File: src/rtl/clint_ctrl.sv
// Core-local interrupt/exception controller: sequences the mepc/mcause/mstatus
// writes on trap entry (or the mstatus restore on mret) and then redirects fetch.
module clint_ctrl (
    input  logic        clk,
    input  logic        rst_n,
    input  logic        ex_valid,
    input  logic [31:0] ex_pc,
    input  logic        ex_ecall,
    input  logic        ex_ebreak,
    input  logic        ex_mret,
    input  logic        irq_timer,
    input  logic        irq_ext,
    input  logic [31:0] csr_mtvec,
    input  logic [31:0] csr_mepc,
    input  logic [31:0] csr_mstatus,
    input  logic [31:0] csr_mie,
    output logic        hold_flag_clint,
    output logic        csr_we,
    output logic [11:0] csr_waddr,
    output logic [31:0] csr_wdata,
    output logic        int_assert,
    output logic [31:0] int_addr
);

    typedef enum logic [2:0] {
        S_IDLE    = 3'd0,
        S_MEPC    = 3'd1,
        S_MCAUSE  = 3'd2,
        S_MSTATUS = 3'd3,
        S_MRET    = 3'd4,
        S_ASSERT  = 3'd5
    } state_t;

    localparam logic [11:0] ADDR_MSTATUS = 12'h300;
    localparam logic [11:0] ADDR_MEPC    = 12'h341;
    localparam logic [11:0] ADDR_MCAUSE  = 12'h342;

    localparam logic [31:0] CAUSE_ECALL  = 32'd11;
    localparam logic [31:0] CAUSE_EBREAK = 32'd3;
    localparam logic [31:0] CAUSE_MEI    = 32'h8000_000B;
    localparam logic [31:0] CAUSE_MTI    = 32'h8000_0007;

    state_t      state_r;
    state_t      state_nxt_s;
    logic [31:0] epc_r;
    logic [31:0] cause_r;
    logic        is_mret_r;

    logic        trigger_s;
    logic        trig_mret_s;
    logic [31:0] trig_cause_s;
    logic        mie_en_s;
    logic        unused_s;

    // Trap entry: MPIE takes the old MIE, interrupts are then disabled.
    function automatic logic [31:0] mstatus_on_trap(input logic [31:0] m);
        logic [31:0] r;
        r    = m;
        r[7] = m[3];
        r[3] = 1'b0;
        return r;
    endfunction

    // mret: MIE is restored from MPIE and MPIE is set.
    function automatic logic [31:0] mstatus_on_mret(input logic [31:0] m);
        logic [31:0] r;
        r    = m;
        r[3] = m[7];
        r[7] = 1'b1;
        return r;
    endfunction

    assign mie_en_s = csr_mstatus[3];
    assign unused_s = ^{csr_mie[31:12], csr_mie[10:8], csr_mie[6:0], csr_mtvec[1:0]};

    // Prioritised trigger decode; only an IDLE controller with a valid EX slot can trigger.
    always_comb begin
        trigger_s    = 1'b0;
        trig_mret_s  = 1'b0;
        trig_cause_s = 32'd0;
        if ((state_r == S_IDLE) && ex_valid) begin
            if (ex_mret) begin
                trigger_s   = 1'b1;
                trig_mret_s = 1'b1;
            end else if (ex_ecall) begin
                trigger_s    = 1'b1;
                trig_cause_s = CAUSE_ECALL;
            end else if (ex_ebreak) begin
                trigger_s    = 1'b1;
                trig_cause_s = CAUSE_EBREAK;
            end else if (irq_ext && mie_en_s && csr_mie[11]) begin
                trigger_s    = 1'b1;
                trig_cause_s = CAUSE_MEI;
            end else if (irq_timer && mie_en_s && csr_mie[7]) begin
                trigger_s    = 1'b1;
                trig_cause_s = CAUSE_MTI;
            end else begin
                trigger_s = 1'b0;
            end
        end else begin
            trigger_s = 1'b0;
        end
    end

    // State register plus the trap context captured in the trigger cycle.
    always_ff @(posedge clk) begin
        if (!rst_n) begin
            state_r   <= S_IDLE;
            epc_r     <= 32'd0;
            cause_r   <= 32'd0;
            is_mret_r <= 1'b0;
        end else begin
            state_r <= state_nxt_s;
            if (trigger_s) begin
                epc_r     <= ex_pc;
                cause_r   <= trig_cause_s;
                is_mret_r <= trig_mret_s;
            end
        end
    end

    // Next-state sequencing; IRQ changes mid-sequence have no effect here.
    always_comb begin
        state_nxt_s = S_IDLE;
        case (state_r)
            S_IDLE: begin
                if (trigger_s) begin
                    state_nxt_s = trig_mret_s ? S_MRET : S_MEPC;
                end else begin
                    state_nxt_s = S_IDLE;
                end
            end
            S_MEPC:    state_nxt_s = S_MCAUSE;
            S_MCAUSE:  state_nxt_s = S_MSTATUS;
            S_MSTATUS: state_nxt_s = S_ASSERT;
            S_MRET:    state_nxt_s = S_ASSERT;
            S_ASSERT:  state_nxt_s = S_IDLE;
            default:   state_nxt_s = S_IDLE;
        endcase
    end

    // Per-state outputs; EX stays held through S_ASSERT until the redirect cancels it.
    always_comb begin
        hold_flag_clint = 1'b0;
        csr_we          = 1'b0;
        csr_waddr       = 12'd0;
        csr_wdata       = 32'd0;
        int_assert      = 1'b0;
        int_addr        = 32'd0;
        case (state_r)
            S_IDLE: begin
                hold_flag_clint = trigger_s;
            end
            S_MEPC: begin
                hold_flag_clint = 1'b1;
                csr_we          = 1'b1;
                csr_waddr       = ADDR_MEPC;
                csr_wdata       = epc_r;
            end
            S_MCAUSE: begin
                hold_flag_clint = 1'b1;
                csr_we          = 1'b1;
                csr_waddr       = ADDR_MCAUSE;
                csr_wdata       = cause_r;
            end
            S_MSTATUS: begin
                hold_flag_clint = 1'b1;
                csr_we          = 1'b1;
                csr_waddr       = ADDR_MSTATUS;
                csr_wdata       = mstatus_on_trap(csr_mstatus);
            end
            S_MRET: begin
                hold_flag_clint = 1'b1;
                csr_we          = 1'b1;
                csr_waddr       = ADDR_MSTATUS;
                csr_wdata       = mstatus_on_mret(csr_mstatus);
            end
            S_ASSERT: begin
                hold_flag_clint = 1'b1;
                int_assert      = 1'b1;
                if (is_mret_r) begin
                    int_addr = csr_mepc;
                end else begin
                    int_addr = {csr_mtvec[31:2], 2'b00};
                end
            end
            default: begin
                hold_flag_clint = 1'b0;
            end
        endcase
    end

endmodule
File: config.mk
export PLATFORM = sky130hd
export DESIGN_NAME = clint_ctrl
export DESIGN_NICKNAME = d
export VERILOG_FILES = /design/src/rtl/clint_ctrl.sv
export SDC_FILE = /design/constraint.sdc
export NUM_CORES = 1
export LEC_CHECK = 0
export CELL_PAD_IN_SITES_DETAIL_PLACEMENT = 1
export CELL_PAD_IN_SITES_GLOBAL_PLACEMENT = 2
export CORE_MARGIN = 1
export CORE_UTILIZATION = 30
export DETAILED_ROUTE_END_ITERATION = 10
export DONT_BUFFER_PORTS = 1
export PLACE_DENSITY = 0.78
export SLEW_MARGIN = 10
export SYNTH_ARGS = -nofsm -noshare
export SYNTH_HDL_FRONTEND = slang
export SYNTH_SLANG_ARGS = --single-unit
File: constraint.sdc
create_clock -name clk -period 1.8 [get_ports clk]
set_input_delay 0.18 -clock clk [delete_from_list [all_inputs] [get_ports clk]]
set_output_delay 0.18 -clock clk [all_outputs]
set_load 0.005 [all_outputs]
* After elaboration in Yosys (flattened, before gate mapping)
Cells that the tools add are included.
** Cells by class
- Equality and inequality tests :: 5
- Muxes and demuxes :: 24
- Reductions and logical operators :: 9
** Operator list (number)
- 2-to-1 mux 32 bit :: 8
- case mux 32 bit (4 select lines) :: 1
- case mux 10 bit (3 select lines) :: 1
- case mux 3 bit (4 select lines) :: 1
- 2-to-1 mux 1 bit :: 10
- equality test 3 x 2 -> 1 bit, second input constant :: 2
- equality test 3 bit, second input constant :: 2
- 2-to-1 mux 3 bit :: 2
- logical AND 1 bit :: 5
- OR reduction 5 bit :: 1
- OR reduction 4 bit :: 1
- equality test 3 x 1 -> 1 bit, second input constant :: 1
- logical NOT 3 bit :: 1
- case mux 1 bit (2 select lines) :: 1
- OR reduction 2 bit :: 1
** Storage, ports and cells
- Flip-flop bits (word level) :: 68
- Input bits :: 168
- Output and inout port bits :: 79
- Logic and storage cells :: 42

* Longest topological paths before layout
Gate-level depths: netlist of the first run.
- Depth after elaboration :: 10
- Gate-level depth with buffers :: 7
- Mapped depth without buffers :: 4

* Worst setup path before layout of the first run
Ideal clock, no wire load.
- Path type :: reg-to-output
- Start point :: register state_r[1]
- End point :: output port csr_wdata[10]
- Data arrival time :: 1374 ps
- Required time :: 1620 ps
- Setup slack :: 246 ps
- Stages on the path, launching flop included :: 8
- Path buffers :: 3
- Cells stage by stage :: dfxtp_1 -> nor2_2 -> and2_1 -> clkbuf_2 -> a21o_1 -> buf_6 -> buf_6 -> a22o_1
** On the way
- Word-level cells in the longest chain between the ends :: 2
- Elaborated cells between the ends (all ways) :: 5
- Classes of those cells :: eq/ne (4); mux (1)
** Ends and longest elaborated chain
- start: declaration :: line 43 : state_t state_r;
- start signal: assignment :: line 113 : state_r <= state_nxt_s;
- equality test 3 bit (tied with other cells) :: line 150 : case (state_r)
- case mux 32 bit (4 select lines) (*) :: line 150
- end: declaration :: line 20 : output logic [31:0] csr_wdata,
Mark *: on every way between the ends. The rest lies on a longest branch, timed or not.

* Worst setup path after layout of the first run
- Start point :: register state_r[2]
- End point :: output port hold_flag_clint
** On the way
- Word-level cells in the longest chain between the ends :: 4
- Elaborated cells between the ends (all ways) :: 10
- Classes of those cells :: eq/ne (5); mux (2); reduce/logical (3)
** Ends and longest elaborated chain
- parallel branches: the longest is 3 deep, another holds OR reduction 5 bit
- case mux 1 bit (2 select lines) (*) :: line 150
- end: declaration :: line 17 : output logic hold_flag_clint,
Every way passes the cells marked *.

==> results of run 1 <==
[cells in the final DEF, fill, tap and decap left out, drive strengths merged, types with 3 or more instances in the layout]
cell type | netlist | layout
conb | 1 | 7
mux2 | 3 | 3
clkbuf | 20 | 6
o21ai | 44 | 44
nand2 | 17 | 17
buf | 21 | 25
and3 | 3 | 3
a22oi | 5 | 5
xnor2 | 3 | 3
nor2 | 32 | 32
nand3 | 34 | 34
mux2i | 30 | 30
a21boi | 36 | 36
nor2b | 5 | 5
dfxtp | 40 | 40
a22o | 27 | 27
[state kept, by name, summed over array words and instances (netlist names)]
name and cells:
epc_r 32, cause_r 4, state_r 3, is_mret_r 1
[per-stage QoR]
step	util [%]	cells
finish	35.2	449
global route	35.2	449
CTS	34.8	448
detailed placement	32.6	434
global placement	32.6	434
floorplan	-	348
[cell type report]
type	instances	area, um^2
Inverter	1	3.75
Clock buffer	5	68.8
Multi-Input combinational cell	266	1740
Clock inverter	3	46.3
Tap cell	108	135
Fill cell	1048	5680
Timing Repair Buffer	26	283
Sequential cell	40	806
[metal layers]
layer	up-vias	wire (um)	track usage, %
met4	0	153	5.66
li1	1213	-	-
met5	-	0	0
met2	116	4430	31.5
met3	10	624	3.81
met1	1213	3530	20.0
[where the power goes]
group	switching (mW)	internal [mW]
logic	0.678	0.561
registers	0.0711	1.01
clock network	0.350	0.418
[cells by family after synthesis]
kind of cell	after synthesis	synth area share, %
DFF	40	29.4
muxes	33	12.3
AOI/OAI and AO/OA	119	30.0
and+or+nand+nor	104	19.0
buffers and inverters	42	8.26
other	1	0.138
xor gates and xnor gates	3	0.964
[timing repair]
item,CTS,global route
hold buffers,0,0
gates resized for setup,8,6
cloned,0,1
buffers inserted,6,0
pin swaps,0,1
setup endpoints to repair,27,30
[critical path: stages, from the launching register on]
cell     delay, ns
dfxtp_2       0.44
buf_4         0.23
mux2_2        0.34
o21ai_1       0.10
buf_4         0.14
[worst max-delay path by stage]
stage	start	to	slack, ns
final	state_r[2]	hold_flag_clint	0.07
after global routing	state_r[1]	csr_wdata[12]	-0.004
after CTS	state_r[1]	int_addr[1]	0.02
after detailed placement	state_r[1]	csr_wdata[12]	0.23
after global placement	state_r[1]	csr_wdata[27]	0.27
after floorplan	state_r[1]	csr_wdata[10]	0.25
==> results.ini, run 1 <==
[drt]
routedWlPerCell_um=19.5
route.detailed.drc=0
dr.first_iter.drc_count=126
via_count=2552
via_per_inst=5.68
ant_nets=0
dr.pass1.iters=6
routed_wl_mm=8.74

[worst_setup_path]
critical_path_class=register to output pin
rr_startpoint=state_r[1]
regToRegEndpoint=state_r[0]
cp-end-kind=output pin
arrival_ns=1.55
critical_path.max_fanout=9
ff2ff_setup_slack_ns=0.21
reg2reg_depth=7
required_ns=1.62
cp-start-kind=register

[flow_run]
maxCapViolCount=0

[timing]
holdWs_ns=0.0179
max_freq_mhz=578
maxSlewHeadroom_pct=55.3
fin_worst_skew_ns=0.00928
rsz0062_at_grt=true
fin_crit_sh_pct=96.0
finalHoldViolations=0
setup_violations=0
tns_ns=0
fin_ws_ns=0.0711
period_needed_ns=1.73
tightest_slew_ns=0.670
drv_slew=0

[placement]
post_dp_cell_area_um2=2860
pre_cts_slack_ns=0.235
dp_hpwl_mm=6.36
port_buffers=0
routabilityCongestion=0.782

[synthesis]
ys.flop_type=dfxtp_1
synth_common_cells=44 x o21ai_0, 40 x dfxtp_1, 34 x nand3_1
ys_ff_latch=40
synth.area.top_cells=dfxtp_1 29%, mux2i_1 11%, a22o_1 8.7%
syn_avg_cell_area_um2=7.97
yosys.area.top_type=dfxtp_1
yosys_warnings=0
yosysTopAreaCellShare_pct=29.4
synth-seq-area-share_pct=29.4
ys_types=39
synthArstFlopShare_pct=0
yosysMostFrequentCell=o21ai_0
synth_edf_count=0
synth_area_um2=2730
syn_inst=342

[power_and_ir_drop]
power_mw=3.09
p_per_area_nw_per_um2=1000
leakagePower_nw=1.15
ir_worst_vdd_mv=0.423

[final_layout]
drive_gt1_share_pct=14.7
antennaDiodeCount=0
syn2layout_area_growth_pct=13.3
design_area_um2=3090
final_nets=508

[outcome]
outcome=complete, no violations

[clocking]
cts_max_level=2
clock_sinks=40
root_buffer=clkbuf_8
cts_buffers=5
clk_pin_slew_worst_paths_ns=0.09
insertion_delay_ns=0.30
clockBufferDepth=2
tritoncts=built

[floorplan]
die_y_um=97.3
design.portCount=247
rows=34
die_x_um=97.3
dieArea_um2=9470
start_util_pct=31.1
core_um2=8760

[grt]
antenna_found_initial=0
overflow=0
grt_pass1_vias=2564
grt_max_degree=42
grt_pass1_wl_mm=13.1
grt_use_total_pct=17.3

[hold_path]
hold_path_end=epc_r[8]
whs_path_depth=2
hold_path.class=input port to register
hold_start=ex_pc[8]

Power figures use the tool's default switching activity.
==> run 2, diff against run 1 <==
--- a/config.mk
+++ b/config.mk
@@ -8,10 +8,11 @@
 export CELL_PAD_IN_SITES_DETAIL_PLACEMENT = 1
 export CELL_PAD_IN_SITES_GLOBAL_PLACEMENT = 2
 export CORE_MARGIN = 1
-export CORE_UTILIZATION = 30
+export CORE_UTILIZATION = 27
+export CTS_CLUSTER_SIZE = 14
 export DETAILED_ROUTE_END_ITERATION = 10
 export DONT_BUFFER_PORTS = 1
-export PLACE_DENSITY = 0.78
+export PLACE_DENSITY = 0.74
 export SLEW_MARGIN = 10
 export SYNTH_ARGS = -nofsm -noshare
 export SYNTH_HDL_FRONTEND = slang
==> constraint.sdc (replaced) <==
create_clock -name clk -period 1.48 [get_ports clk]
set_input_delay 0.148 -clock clk [delete_from_list [all_inputs] [get_ports clk]]
set_output_delay 0.148 -clock clk [all_outputs]
set_load 0.005 [all_outputs]
==> run 2 against run 1 <==
  * The run now ends with setup timing left
  * Flip-flop and latch count stayed put
  * Power is 66% higher
  * Design area up 48%
  * First-iteration DRC count is 48% lower
  * Via count grew 17%
  * Die area grew 11%
  * Largest power group unchanged
  * Non-clock buffer count up 76
==> results.ini, run 2 (synthesis results as in run 1) <==
[timing]
fin_ws_ns=-0.280
rsz0062_at_grt=true
fin_worst_skew_ns=0.0104
max_freq_mhz=568
tns_ns=-15.77
tightest_slew_ns=1.08
fin_crit_sh_pct=119
setup_violations=106
maxSlewHeadroom_pct=27.9
drv_slew=0
finalHoldViolations=0
period_needed_ns=1.76

[floorplan]
design.portCount=247
die_x_um=102
dieArea_um2=10500
core_um2=9770
start_util_pct=27.9
rows=36
die_y_um=102

[worst_setup_path]
cp-end-kind=output pin
required_ns=1.33
critical_path.max_fanout=7
arrival_ns=1.61
cp-start-kind=register
critical_path_class=register to output pin

[grt]
grt_use_total_pct=19.2
grt_max_degree=33
antenna_found_initial=0
grt_pass1_vias=2890
overflow=0
grt_pass1_wl_mm=15.1

[hold_path]
hold_path.class=input port to register

[placement]
routabilityCongestion=0.764
port_buffers=0
dp_hpwl_mm=6.81
pre_cts_slack_ns=-0.0261
post_dp_cell_area_um2=3020

[clocking]
tritoncts=built
cts_max_level=2
clock_sinks=40
clockBufferDepth=2
root_buffer=clkbuf_8
cts_buffers=5
insertion_delay_ns=0.30
clk_pin_slew_worst_paths_ns=0.09

[final_layout]
layout_commonest_cell=dfxtp_1
regMostFlops=epc_r
reg_top3=epc_r (32), cause_r (4), state_r (3)
antennaDiodeCount=0
final_cell_mix=36 x dfxtp_1, 35 x dlygate4sd3_1, 29 x nor2_4
drive_gt1_share_pct=42.4
design_area_um2=4580
final_nets=584
largest_register_ffs=32
syn2layout_area_growth_pct=68.2

[flow_run]
maxCapViolCount=0

[drt]
routed_wl_mm=12.0
via_count=2994
dr.pass1.iters=5
dr.first_iter.drc_count=65
routedWlPerCell_um=21.9
ant_nets=0
via_per_inst=5.44
route.detailed.drc=0

[power_and_ir_drop]
leakagePower_nw=1.69
p_per_area_nw_per_um2=1120
ir_worst_vdd_mv=0.399

[outcome]
outcome=complete, but fails checks
violations=setup timing

-- run 2: cell count changes in the layout (fill, tap and decap cells not counted), sizes merged --
cell / delta
dlygate4sd3: +35
dlymetal6s4s: +1
buf: +39
clkbuf: +3
clkinvlp: -1
inv: -2
clkinv: +1
-- run 2: worst paths after layout --
kind	startpoint	end	slack (ns)	cells past startpoint
worst max-delay path	state_r[0]	csr_wdata[31]	-0.28	5
worst min-delay path	ex_pc[7]	epc_r[7]	0.005	2
worst max register to register	state_r[1]	epc_r[20]	-0.20	9
worst min register to register	epc_r[14]	epc_r[14]	0.47	2
-- run 2: per-layer routing --
layer | global-route usage (%) | vias up | wire [um]
li1 | - | 1368 | -
met3 | 4.58 | 17 | 805
met5 | 0 | - | 0
met1 | 22.4 | 1480 | 4690
met2 | 34.6 | 129 | 6370
met4 | 5.38 | 0 | 186
-- run 2: area by class of cell --
type,instances,area [um^2]
multi-input combinational,266,2280
inverter,1,8.76
fill,1095,5190
timing repair buffer,102,1190
tap,133,166
clock buffer,7,96.3
clock inverter,1,30.0
sequential,40,813
-- run 2: power breakdown --
part	switching, mW	total (mW)	internal, mW
combinational	1.31	2.75	1.44
clock	0.418	1.01	0.596
sequential	0.133	1.36	1.23
total	1.86	5.12	3.26
-- run 2: per-stage QoR --
stage                     std cells  hold WS (ns)  util (%)  total power, mW
after global routing            550      -0.00187      46.9             5.36
after CTS                       520      0.000515      39.0             4.41
final                           550       0.00500      46.9             5.12
after global placement          470         0.297      30.9             2.85
after floorplan                 348         0.287         -             2.38
after detailed placement        470         0.297      30.9             2.91
-- run 2: worst max-delay path: stages (launching register included) --
cell	delay [ns]
dfxtp_4	0.41
buf_4	0.12
buf_6	0.11
mux2_4	0.31
a22oi_2	0.24
o21ai_2	0.11
-- run 2: what timing repair did --
item                                   4_1_cts  5_1_grt
gates cloned                                 6        4
pin swaps                                   13       57
setup buffers                                6       25
resized for setup                           76      147
hold buffers                                31        5
endpoints found under the hold margin       35        7
setup endpoints to repair                   79      108
==> run 3, diff against run 2 <==
--- a/config.mk
+++ b/config.mk
@@ -5,6 +5,7 @@
 export SDC_FILE = /design/constraint.sdc
 export NUM_CORES = 1
 export LEC_CHECK = 0
+export ABC_CLOCK_PERIOD_IN_PS = 1480
 export CELL_PAD_IN_SITES_DETAIL_PLACEMENT = 1
 export CELL_PAD_IN_SITES_GLOBAL_PLACEMENT = 2
 export CORE_MARGIN = 1
@@ -12,7 +13,7 @@
 export CTS_CLUSTER_SIZE = 14
 export DETAILED_ROUTE_END_ITERATION = 10
 export DONT_BUFFER_PORTS = 1
-export PLACE_DENSITY = 0.74
+export PLACE_DENSITY = 0.73
 export SLEW_MARGIN = 10
 export SYNTH_ARGS = -nofsm -noshare
 export SYNTH_HDL_FRONTEND = slang
==> run 3 against run 2 <==
  * The flow still finishes with violations (setup timing)
  * Cell count fell by 4.5%
  * Combinational power fell by 14%
  * Global-route usage fell by 0.32 points
  * Clock power fell by 23%
  * Design area fell by 9.7%
  * Critical path type unchanged
  * Critical endpoint is now csr_wdata[26]
  * Highest routed layer unchanged
==> results.ini, run 3 (synthesis results as in run 1) <==
[outcome]
outcome=complete, but fails checks
violations=setup timing

[worst_setup_path]
crit_chain=buf_12 -> nor2_4 -> and2_4 -> a21o_4 -> clkbuf_16 -> a22o_1
crit_path_start=state_r[1]
cpPeakStageDelay_ns=0.36
critical_path.max_fanout=13
ff2ff_setup_slack_ns=-0.13
cp-start-kind=register
regToRegEndpoint=epc_r[23]
arrival_ns=1.56
cp-end-kind=output pin
critical_path_class=register to output pin
required_ns=1.33
reg2reg_depth=8
rr_startpoint=state_r[1]
slowest_stage=dfxtp_2

[final_layout]
syn2layout_area_growth_pct=51.8
largest_register_ffs=32
layout_commonest_cell=o21ai_0
drive_gt1_share_pct=34.7
reg_top3=epc_r (32), cause_r (4), state_r (3)
fill_cells=1103
final_nets=559
regMostFlops=epc_r
antennaDiodeCount=0
final_cell_mix=37 x o21ai_0, 36 x dfxtp_1, 32 x a21boi_1, 30 x mux2i_1
fin_util_pct=42.3

[drt]
ant_nets=0
route.detailed.drc=0
routedWlPerCell_um=20.8
dr.pass1.iters=4
via_count=2855
dr.first_iter.drc_count=83
via_per_inst=5.44
routed_wl_mm=10.9

[power_and_ir_drop]
ir_worst_vdd_mv=0.507
p_per_area_nw_per_um2=1080
leakagePower_nw=1.48
power_mw=4.46

[floorplan]
design.portCount=247
dieArea_um2=10500
die_x_um=102
core_um2=9770
start_util_pct=27.9
die_y_um=102
rows=36

[timing]
fin_worst_skew_ns=0.00793
period_needed_ns=1.71
fin_ws_ns=-0.227
maxSlewHeadroom_pct=39.4
tightest_slew_ns=0.907
fin_crit_sh_pct=115
finalHoldViolations=0
setup_violations=103
max_freq_mhz=586
rsz0062_at_grt=true
drv_slew=0

[hold_path]
hold_start=ex_pc[14]
hold_path.class=input port to register
whs_path_depth=2
hold_path_end=epc_r[14]

[placement]
port_buffers=0
dp_hpwl_mm=6.75
routabilityCongestion=0.817

[grt]
overflow=0
grt_pass1_wl_mm=15.0
antenna_found_initial=0
grt_max_degree=37
grt_pass1_vias=2895
grt_use_total_pct=18.8

[clocking]
cts_max_level=2
clock_sinks=40
clk_pin_slew_worst_paths_ns=0.08
tritoncts=built
insertion_delay_ns=0.29
cts_buffers=5
clockBufferDepth=2
root_buffer=clkbuf_8

[flow_run]
maxCapViolCount=0

[run 3: timing repair]
| item | CTS | global route |
|---|---|---|
| endpoints found under the setup margin | 87 | 107 |
| hold buffers | 27 | 1 |
| gates cloned | 3 | 2 |
| pin swaps | 32 | 16 |
| buffers inserted | 13 | 3 |
| hold endpoints to repair | 30 | 1 |
| gates resized for setup | 124 | 18 |
[run 3: routing by layer]
metal	up-vias	global-route usage, %	part of all wire, %
met5	-	0	0
met1	1383	21.0	39
met3	19	3.56	6.0
li1	1322	-	-
met2	131	35.1	53
met4	0	7.14	2.3
[run 3: how the worst max path moves through the flow]
stage          cells past startpoint       endpoint  slack [ns]
6_report                           6  csr_wdata[26]       -0.23
2_1_floorplan                      7  csr_wdata[10]        0.03
3_3_place_gp                       6   csr_wdata[3]        0.02
3_5_place_dp                       5       epc_r[1]       -0.05
4_1_cts                            6  csr_wdata[28]       -0.22
5_1_grt                            4  csr_wdata[28]       -0.28
[run 3: layout make-up]
| class | instances | area, um^2 | area share [%] |
|---|---|---|---|
| well taps | 133 | 166 | 4.02 |
| clock buffers | 7 | 86.3 | 2.09 |
| flip-flops and latches | 40 | 811 | 19.6 |
| inverters | 1 | 3.75 | 0.0907 |
| clock inverters | 1 | 7.51 | 0.181 |
| multi-input cells | 266 | 2130 | 51.5 |
| repair buffers | 77 | 932 | 22.5 |
[run 3: per-stage QoR]
| step | setup TNS, ns | hold slack, ns | area [um^2] | instances | setup slack, ns |
|---|---|---|---|---|---|
| floorplan | 0 | 0.287 | 2750 | 348 | 0.0300 |
| global placement | 0 | 0.297 | 3020 | 470 | 0.0202 |
| detailed placement | -0.182 | 0.302 | 3020 | 470 | -0.0515 |
| CTS | -11.51 | 0.000895 | 3970 | 520 | -0.221 |
| global route | -19.49 | 0.00139 | 4140 | 525 | -0.279 |
| finish | -11.98 | 0.00376 | 4140 | 525 | -0.227 |
[run 3: power by group]
| group | switching [mW] | internal (mW) | total (mW) | leakage [nW] |
|---|---|---|---|---|
| Combinational | 1.16 | 1.19 | 2.36 | 1.11 |
| Clock | 0.397 | 0.379 | 0.776 | 0.0445 |
| Sequential | 0.101 | 1.23 | 1.33 | 0.330 |
| Total | 1.66 | 2.80 | 4.46 | 1.48 |
[run 3: critical path: cells and delay by family, from the launching register on]
family / cells / cell delay (ns)
AND/OR/NAND/NOR: 2 / 0.20
flip-flops: 1 / 0.36
AO/OA/AOI/OAI: 2 / 0.41
buffers and inverters: 2 / 0.29
